==> src/rtl/axi_ram_fill_pkg.sv <==
// Shared AXI encodings and FSM state type for axi_ram_fill.
// BURST_INCR, RESP_OKAY and the AWCACHE/AWPROT defaults are the same values used by the other
// AXI masters in this slice. BOUNDARY_BYTES is the AXI rule that a burst may not cross 4KB.
package axi_ram_fill_pkg;

  localparam logic [1:0] BURST_INCR      = 2'b01;
  localparam logic [1:0] RESP_OKAY       = 2'b00;
  localparam logic [3:0] AWCACHE_DEFAULT = 4'b0011;
  localparam logic [2:0] AWPROT_DEFAULT  = 3'b000;
  localparam int unsigned BOUNDARY_BYTES = 4096;

  typedef enum logic [1:0] {
    StIdle,
    StAddr,
    StData,
    StResp
  } state_e;

endpackage

==> src/rtl/axi_ram_fill.sv <==
// axi_ram_fill: AXI4 write-only master that fills a word-aligned RAM region with a constant or
// incrementing pattern (boot-time clear, scrub, test-pattern load).
// The region is split into INCR bursts that never cross a 4KB boundary. Only one burst is
// outstanding at a time.
//
// Ports:
//   clk, rst          clock; asynchronous active-high reset
//   start             pulse; starts a fill when idle and is ignored while busy
//   cfg_addr          start byte address; the low log2(STRB_WIDTH) bits are ignored
//   cfg_len           number of beats to write; 0 means no AXI traffic and an immediate done
//   cfg_pattern       first data word
//   cfg_incr          1: data increments by 1 per beat; 0: data stays constant
//   busy              high while a fill is in progress
//   done              one-cycle pulse at completion
//   error             sticky flag for any non-OKAY bresp; cleared by an accepted start
//   m_axi_aw*/w*/b*   AXI4 write channels (no read channels)
module axi_ram_fill
  import axi_ram_fill_pkg::*;
#(
  parameter int unsigned DATA_WIDTH    = 32,
  parameter int unsigned ADDR_WIDTH    = 16,
  parameter int unsigned STRB_WIDTH    = DATA_WIDTH / 8,
  parameter int unsigned ID_WIDTH      = 8,
  parameter int unsigned AWID          = 0,
  parameter int unsigned MAX_BURST_LEN = 16,
  parameter int unsigned LEN_WIDTH     = ADDR_WIDTH
) (
  input  logic                  clk,
  input  logic                  rst,

  input  logic                  start,
  input  logic [ADDR_WIDTH-1:0] cfg_addr,
  input  logic [LEN_WIDTH-1:0]  cfg_len,
  input  logic [DATA_WIDTH-1:0] cfg_pattern,
  input  logic                  cfg_incr,
  output logic                  busy,
  output logic                  done,
  output logic                  error,

  output logic [ID_WIDTH-1:0]   m_axi_awid,
  output logic [ADDR_WIDTH-1:0] m_axi_awaddr,
  output logic [7:0]            m_axi_awlen,
  output logic [2:0]            m_axi_awsize,
  output logic [1:0]            m_axi_awburst,
  output logic                  m_axi_awlock,
  output logic [3:0]            m_axi_awcache,
  output logic [2:0]            m_axi_awprot,
  output logic                  m_axi_awvalid,
  input  logic                  m_axi_awready,

  output logic [DATA_WIDTH-1:0] m_axi_wdata,
  output logic [STRB_WIDTH-1:0] m_axi_wstrb,
  output logic                  m_axi_wlast,
  output logic                  m_axi_wvalid,
  input  logic                  m_axi_wready,

  input  logic [ID_WIDTH-1:0]   m_axi_bid,
  input  logic [1:0]            m_axi_bresp,
  input  logic                  m_axi_bvalid,
  output logic                  m_axi_bready
);

  localparam int unsigned SIZE_LOG = $clog2(STRB_WIDTH);
  // Comparison width wide enough for both the beat count and a 256-beat burst.
  localparam int unsigned CMP_W    = (LEN_WIDTH > 32) ? LEN_WIDTH : 32;

  // Beats in the next burst: min(remaining, MAX_BURST_LEN, beats left before the 4KB boundary).
  // The caller guarantees remaining > 0, so the result is in 1..256.
  function automatic logic [8:0] burst_beats(input logic [ADDR_WIDTH-1:0] addr,
                                             input logic [LEN_WIDTH-1:0]  remaining);
    logic [31:0]      n;
    logic [31:0]      to_bnd;
    logic [CMP_W-1:0] rem_w;
    n = MAX_BURST_LEN;
    if (ADDR_WIDTH > 12) begin
      to_bnd = (BOUNDARY_BYTES - (32'(addr) & (BOUNDARY_BYTES - 1))) >> SIZE_LOG;
      if (to_bnd < n) n = to_bnd;
    end
    rem_w = CMP_W'(remaining);
    if (rem_w < CMP_W'(n)) n = 32'(remaining);
    return n[8:0];
  endfunction

  state_e                state_q, state_d;
  logic [ADDR_WIDTH-1:0] awaddr_q, awaddr_d;
  logic [7:0]            awlen_q, awlen_d;
  logic                  awvalid_q, awvalid_d;
  logic [DATA_WIDTH-1:0] wdata_q, wdata_d;
  logic                  wlast_q, wlast_d;
  logic                  wvalid_q, wvalid_d;
  logic                  bready_q, bready_d;
  logic                  busy_q, busy_d;
  logic                  done_q, done_d;
  logic                  error_q, error_d;
  logic                  incr_q, incr_d;
  logic [LEN_WIDTH-1:0]  remaining_q, remaining_d;
  logic [8:0]            beats_q, beats_d;
  logic [8:0]            beat_left_q, beat_left_d;

  logic [ADDR_WIDTH-1:0] cfg_addr_al;
  logic [ADDR_WIDTH-1:0] next_addr;
  logic [ADDR_WIDTH-1:0] burst_addr;
  logic [LEN_WIDTH-1:0]  burst_rem;
  logic [8:0]            burst_n;
  logic                  load_burst;
  logic                  unused_bid;

  assign unused_bid  = ^m_axi_bid;

  assign cfg_addr_al = cfg_addr & ~ADDR_WIDTH'(STRB_WIDTH - 1);
  assign next_addr   = awaddr_q + ADDR_WIDTH'(32'(beats_q) * STRB_WIDTH);
  // A new burst is sized either from the fresh config (idle) or from the running position.
  assign burst_addr  = (state_q == StIdle) ? cfg_addr_al : next_addr;
  assign burst_rem   = (state_q == StIdle) ? cfg_len : remaining_q;
  assign burst_n     = burst_beats(burst_addr, burst_rem);

  // State register
  always_ff @(posedge clk or posedge rst) begin
    if (rst) begin
      state_q <= StIdle;
    end else begin
      state_q <= state_d;
    end
  end

  // Next-state logic
  always_comb begin
    state_d = state_q;
    case (state_q)
      StIdle: if (start && (cfg_len != '0)) state_d = StAddr;
      StAddr: if (m_axi_awready) state_d = StData;
      StData: if (m_axi_wready && wlast_q) state_d = StResp;
      StResp: if (m_axi_bvalid) state_d = (remaining_q == '0) ? StIdle : StAddr;
      default: state_d = StIdle;
    endcase
  end

  // Output and datapath next values; every output is registered below.
  always_comb begin
    awaddr_d    = awaddr_q;
    awlen_d     = awlen_q;
    awvalid_d   = awvalid_q;
    wdata_d     = wdata_q;
    wlast_d     = wlast_q;
    wvalid_d    = wvalid_q;
    bready_d    = bready_q;
    busy_d      = busy_q;
    done_d      = 1'b0;
    error_d     = error_q;
    incr_d      = incr_q;
    remaining_d = remaining_q;
    beats_d     = beats_q;
    beat_left_d = beat_left_q;
    load_burst  = 1'b0;

    case (state_q)
      StIdle: begin
        if (start) begin
          error_d = 1'b0;
          wdata_d = cfg_pattern;
          incr_d  = cfg_incr;
          if (cfg_len == '0) begin
            done_d = 1'b1;
          end else begin
            busy_d     = 1'b1;
            load_burst = 1'b1;
          end
        end
      end
      StAddr: begin
        if (m_axi_awready) begin
          awvalid_d   = 1'b0;
          wvalid_d    = 1'b1;
          wlast_d     = (beats_q == 9'd1);
          beat_left_d = beats_q;
        end
      end
      StData: begin
        if (m_axi_wready) begin
          if (incr_q) wdata_d = wdata_q + 1'b1;
          if (wlast_q) begin
            wvalid_d = 1'b0;
            wlast_d  = 1'b0;
            bready_d = 1'b1;
          end else begin
            beat_left_d = beat_left_q - 9'd1;
            wlast_d     = (beat_left_q == 9'd2);
          end
        end
      end
      StResp: begin
        if (m_axi_bvalid) begin
          bready_d = 1'b0;
          // A failing burst is flagged but the fill carries on to the end of the region.
          if (m_axi_bresp != RESP_OKAY) error_d = 1'b1;
          if (remaining_q == '0) begin
            busy_d = 1'b0;
            done_d = 1'b1;
          end else begin
            load_burst = 1'b1;
          end
        end
      end
      default: ;
    endcase

    if (load_burst) begin
      awaddr_d    = burst_addr;
      awlen_d     = 8'(burst_n - 9'd1);
      awvalid_d   = 1'b1;
      beats_d     = burst_n;
      remaining_d = burst_rem - LEN_WIDTH'(burst_n);
    end
  end

  always_ff @(posedge clk or posedge rst) begin
    if (rst) begin
      awaddr_q    <= '0;
      awlen_q     <= '0;
      awvalid_q   <= 1'b0;
      wdata_q     <= '0;
      wlast_q     <= 1'b0;
      wvalid_q    <= 1'b0;
      bready_q    <= 1'b0;
      busy_q      <= 1'b0;
      done_q      <= 1'b0;
      error_q     <= 1'b0;
      incr_q      <= 1'b0;
      remaining_q <= '0;
      beats_q     <= '0;
      beat_left_q <= '0;
    end else begin
      awaddr_q    <= awaddr_d;
      awlen_q     <= awlen_d;
      awvalid_q   <= awvalid_d;
      wdata_q     <= wdata_d;
      wlast_q     <= wlast_d;
      wvalid_q    <= wvalid_d;
      bready_q    <= bready_d;
      busy_q      <= busy_d;
      done_q      <= done_d;
      error_q     <= error_d;
      incr_q      <= incr_d;
      remaining_q <= remaining_d;
      beats_q     <= beats_d;
      beat_left_q <= beat_left_d;
    end
  end

  assign busy          = busy_q;
  assign done          = done_q;
  assign error         = error_q;

  assign m_axi_awid    = ID_WIDTH'(AWID);
  assign m_axi_awaddr  = awaddr_q;
  assign m_axi_awlen   = awlen_q;
  assign m_axi_awsize  = 3'(SIZE_LOG);
  assign m_axi_awburst = BURST_INCR;
  assign m_axi_awlock  = 1'b0;
  assign m_axi_awcache = AWCACHE_DEFAULT;
  assign m_axi_awprot  = AWPROT_DEFAULT;
  assign m_axi_awvalid = awvalid_q;

  assign m_axi_wdata   = wdata_q;
  assign m_axi_wstrb   = '1;
  assign m_axi_wlast   = wlast_q;
  assign m_axi_wvalid  = wvalid_q;

  assign m_axi_bready  = bready_q;

endmodule

==> config.mk <==
export PLATFORM = sky130hd
export DESIGN_NAME = axi_ram_fill
export DESIGN_NICKNAME = d
export VERILOG_FILES = /design/src/rtl/axi_ram_fill_pkg.sv /design/src/rtl/axi_ram_fill.sv
export SDC_FILE = /design/constraint.sdc
export NUM_CORES = 1
export LEC_CHECK = 0
export BUFFER_PORTS_ARGS = -buffer_cell sky130_fd_sc_hd__buf_2
export CAP_MARGIN = 20
export CORE_ASPECT_RATIO = 1.5
export CORE_UTILIZATION = 37
export DETAILED_ROUTE_END_ITERATION = 8
export GPL_TIMING_DRIVEN = 0
export HOLD_SLACK_MARGIN = 0.15
export PLACE_DENSITY = 0.7
export SLEW_MARGIN = 0
export SYNTH_ARGS = -nofsm -noshare
export SYNTH_HDL_FRONTEND = slang
export SYNTH_SLANG_ARGS = --single-unit
export TNS_END_PERCENT = 20
==> constraint.sdc <==
create_clock -name clk -period 11.2 [get_ports clk]
set_input_delay 0.56 -clock clk [delete_from_list [all_inputs] [get_ports clk]]
set_output_delay 0.56 -clock clk [all_outputs]
set_load 0.01 [all_outputs]
==> flow_summary.yaml <==
routing:
  viasPerCell: 5.54
  vias: 7229
  drc: 0
  post_drt_wl_per_cell_um: 17.5
  drt-initial-drc-count: 507
  drt_first_pass_iters: 4
  final_antenna_net_count: 0
  wl_mm: 22.9
cells_and_area:
  multi_input_area_um2: 4360
  drive_above_1_share_pct: 20.5
  nNetsFinal: 1162
  fillers: 1971
  seqCellArea_um2: 2500
  area_growth_pct: 19.5
  n_antenna_cell: 0
placed_design:
  place_congestion: 0.928
  io_buffer_count: 133
  place_hpwl_mm: 17.7
  post-place-ws_ns: 3.73
floorplanning:
  dieArea_um2: 20000
  die_height_um: 173
  core_um2: 19100
  io_pins: 169
  start_util_pct: 37.7
  fp-row-count: 62
  die_x_um: 116
sta:
  finalWorstSetupSlack_ns: 3.59
  tightest_slew_ns: 0.749
  report.final.setup_viol: 0
  fin_setup_tns_ns: 0
  slew_headroom_pct: 50.1
  timing.final.crit_share_pct: 68.0
  max_freq_mhz: 131
  fin_skew_ns: 0.0138
  maxSlewViolCount: 0
  fin_crit_ns: 7.61
  rsz0062_at_grt: "false"
  finalHoldViolCount: 0
logic_synthesis:
  syn_area_per_cell_um2: 8.27
  yosys.area.top_type_share_pct: 34.7
  synth_area_um2: 7200
  synth-edff-count: 0
  synth_cell_types: 78
  synth-main-ff-cell: "dfrtp_1"
  seq_area_frac_synth_pct: 34.7
  ys_warn_count: 0
  synth_async_sr_flop_share_pct: 100
  netlist_instances: 871
  ys_seq_elements: 100
  yosys.area.top_type: "dfrtp_1"
  ys_top_cells_by_area: "dfrtp_1 35%, a21oi_1 6.5%, ha_1 6.1%, nand2_1 5.9%, o21ai_0 4.3%"
grt:
  met1_usage_pct: 26.0
  grt_max_degree: 56
  grt_pass1_wl_mm: 35.8
  grtUsageMet2_pct: 41.6
  grt_util_met3_pct: 2.87
  grt_pass1_vias: 6981
  antenna_found_initial: 1
  overflow: 0
  busiest_layer: "met2"
  grtUsageTotal_pct: 23.1
critical_path:
  critical_path_required_ns: 11.42
  path_delay_family: "compound AO/OA/AOI/OAI gates"
  cpPeakStageDelay_ns: 0.49
  end_kind: "flop"
  cpMostUsedCell: "a21oi_1"
  crit_path_start_kind: "flop"
  path_buf_inv: 4
  cp_slowest_cell: "o41a_1"
  critPathMaxFanout: 10
  arrival_ns: 7.84
  crit_type: "reg2reg"
cts:
  htree_levels: 3
  cts_tree: "yes"
  cts-resized-gates: 0
  cts_buffers: 9
  holdBufCountCts: 0
  cts_max_path_buffers: 2
  cts_root_buf: "clkbuf_16"
  cts_sinks: 100
  insertion_delay_ns: 0.36
  post-cts-setup-buffer-count: 0
  clkTransAtPathRegs_ns: 0.08
power:
  combPwrFrac_pct: 60.8
  p_int_w: 0.00128
  pwr_density_cell_nw_per_um2: 296
  p_switching_w: 0.00127
  ir_drop_mv: 0.163
  p_seq_share_pct: 26.8
  clock_power_share_pct: 12.4
  swShare_pct: 49.8
  leakage_nw: 3.87
run:
  maxCapViolCount: 0
run_status:
  status: "completed"
worst_hold_path:
  worstHoldPathType: "in2async"
[area by class of cell]
cell class / count / area share [%]
buffer: 64 / 4.07
clock buffer: 12 / 2.98
clock inverter: 4 / 0.349
inverter: 25 / 1.12
multi-input combinational: 710 / 50.7
sequential: 100 / 29.1
tap: 256 / 3.72
timing repair buffer: 134 / 8.05
[cell families after synthesis]
kind of cell	synth area share, %
flip-flops	34.7
adder cells (fa/ha/maj)	6.64
AND/OR/NAND/NOR	21.7
buffers and inverters	6.17
AO/OA/AOI/OAI	23.5
other	0.104
multiplexers	5.12
XOR/XNOR	2.07
[flip-flops by register name, summed over array words and instances, names as in the netlist]
signal and flops:
m_axi_wdata 32, m_axi_awaddr 16, remaining_q 16, beat_left_q 9, beats_q 9, m_axi_awlen 8, state_q 2, busy 1
done 1, error 1, incr_q 1, m_axi_awvalid 1, m_axi_bready 1, m_axi_wlast 1, m_axi_wvalid 1
[per-layer routing]
layer | part of all wire (%) | vias to the layer above
li1 | - | 3487
met1 | 39 | 3426
met2 | 52 | 260
met3 | 5.1 | 54
met4 | 4.0 | 2
met5 | 0.053 | -
[power by group through the flow]
stage / logic (W) / registers (W) / clock network [W]
finish: 0.00155 / 0.000682 / 0.000316
global route: 0.00172 / 0.000706 / 0.000335
CTS: 0.00154 / 0.000679 / 0.000321
detailed placement: 0.00154 / 0.000684 / 0
global placement: 0.00151 / 0.000679 / 0
floorplan: 0.00106 / 0.000691 / 0
[synth_stat cells (3+ instances only)]
cell / number
nand2_1: 114
clkbuf_1: 26
xor2_1: 6
o31ai_1: 6
o32ai_1: 4
xnor2_1: 11
o22ai_1: 32
or3_1: 9
a21o_1: 11
nor4_1: 6
nand4_1: 8
a31oi_1: 12
o21ai_0: 62
nor4b_1: 3
and3_1: 15
buf_2: 7
ha_1: 35
buf_1: 5
mux2i_1: 26
and4_1: 5
dfrtp_1: 100
a221o_1: 5
nor3_1: 19
o21bai_1: 3
o21a_1: 4
nand2b_1: 14
nor2_1: 60
nor3b_1: 3
mux2_2: 7
inv_1: 22
nand3b_1: 4
o21ai_1: 5
and2_1: 7
or4_1: 4
nand3_1: 29
a21oi_1: 93
or2_2: 5
buf_4: 25
a211oi_1: 4
[through the flow]
step           util [%]  cell area (um^2)  instances  hold slack, ns  power [W]
3_5_place_dp       43.6              8320       1289           0.468    0.00222
2_1_floorplan         -              7310        899           0.462    0.00175
4_1_cts            45.1              8610       1305           0.358    0.00254
3_3_place_gp       43.5              8290       1288           0.460    0.00219
5_1_grt            45.1              8610       1305           0.383    0.00276
6_report           45.1              8610       1305           0.313    0.00255
[worst paths after layout]
kind / startpoint / endpoint / slack, ns / cells past startpoint
min in group clk: cfg_addr[13] / m_axi_awaddr[13]$_DFFE_PP0P_ / 0.43 / 3
max in group asynchronous: rst / m_axi_awlen[7]$_DFFE_PP0P_ / 10.17 / 3
hold reg to reg: m_axi_awvalid$_DFFE_PP0P_ / m_axi_awvalid$_DFFE_PP0P_ / 0.49 / 2
hold / removal: rst / m_axi_awaddr[5]$_DFFE_PP0P_ / 0.31 / 2
setup reg to reg: m_axi_awaddr[2]$_DFFE_PP0P_ / remaining_q[14]$_DFFE_PP0P_ / 3.59 / 31
setup / recovery: m_axi_awaddr[2]$_DFFE_PP0P_ / remaining_q[14]$_DFFE_PP0P_ / 3.59 / 31
[cells in the final DEF (no fill, tap or decap), drive strengths merged, types with 32 or more instances in the layout]
master / synthesis / layout
a21oi: 93 / 93
o21ai: 68 / 68
nor2: 62 / 62
dfrtp: 100 / 100
ha: 35 / 35
o22ai: 32 / 32
clkbuf: 26 / 38
buf: 38 / 172
nand2: 116 / 116
No activity file was read; power rests on OpenSTA's default activity.
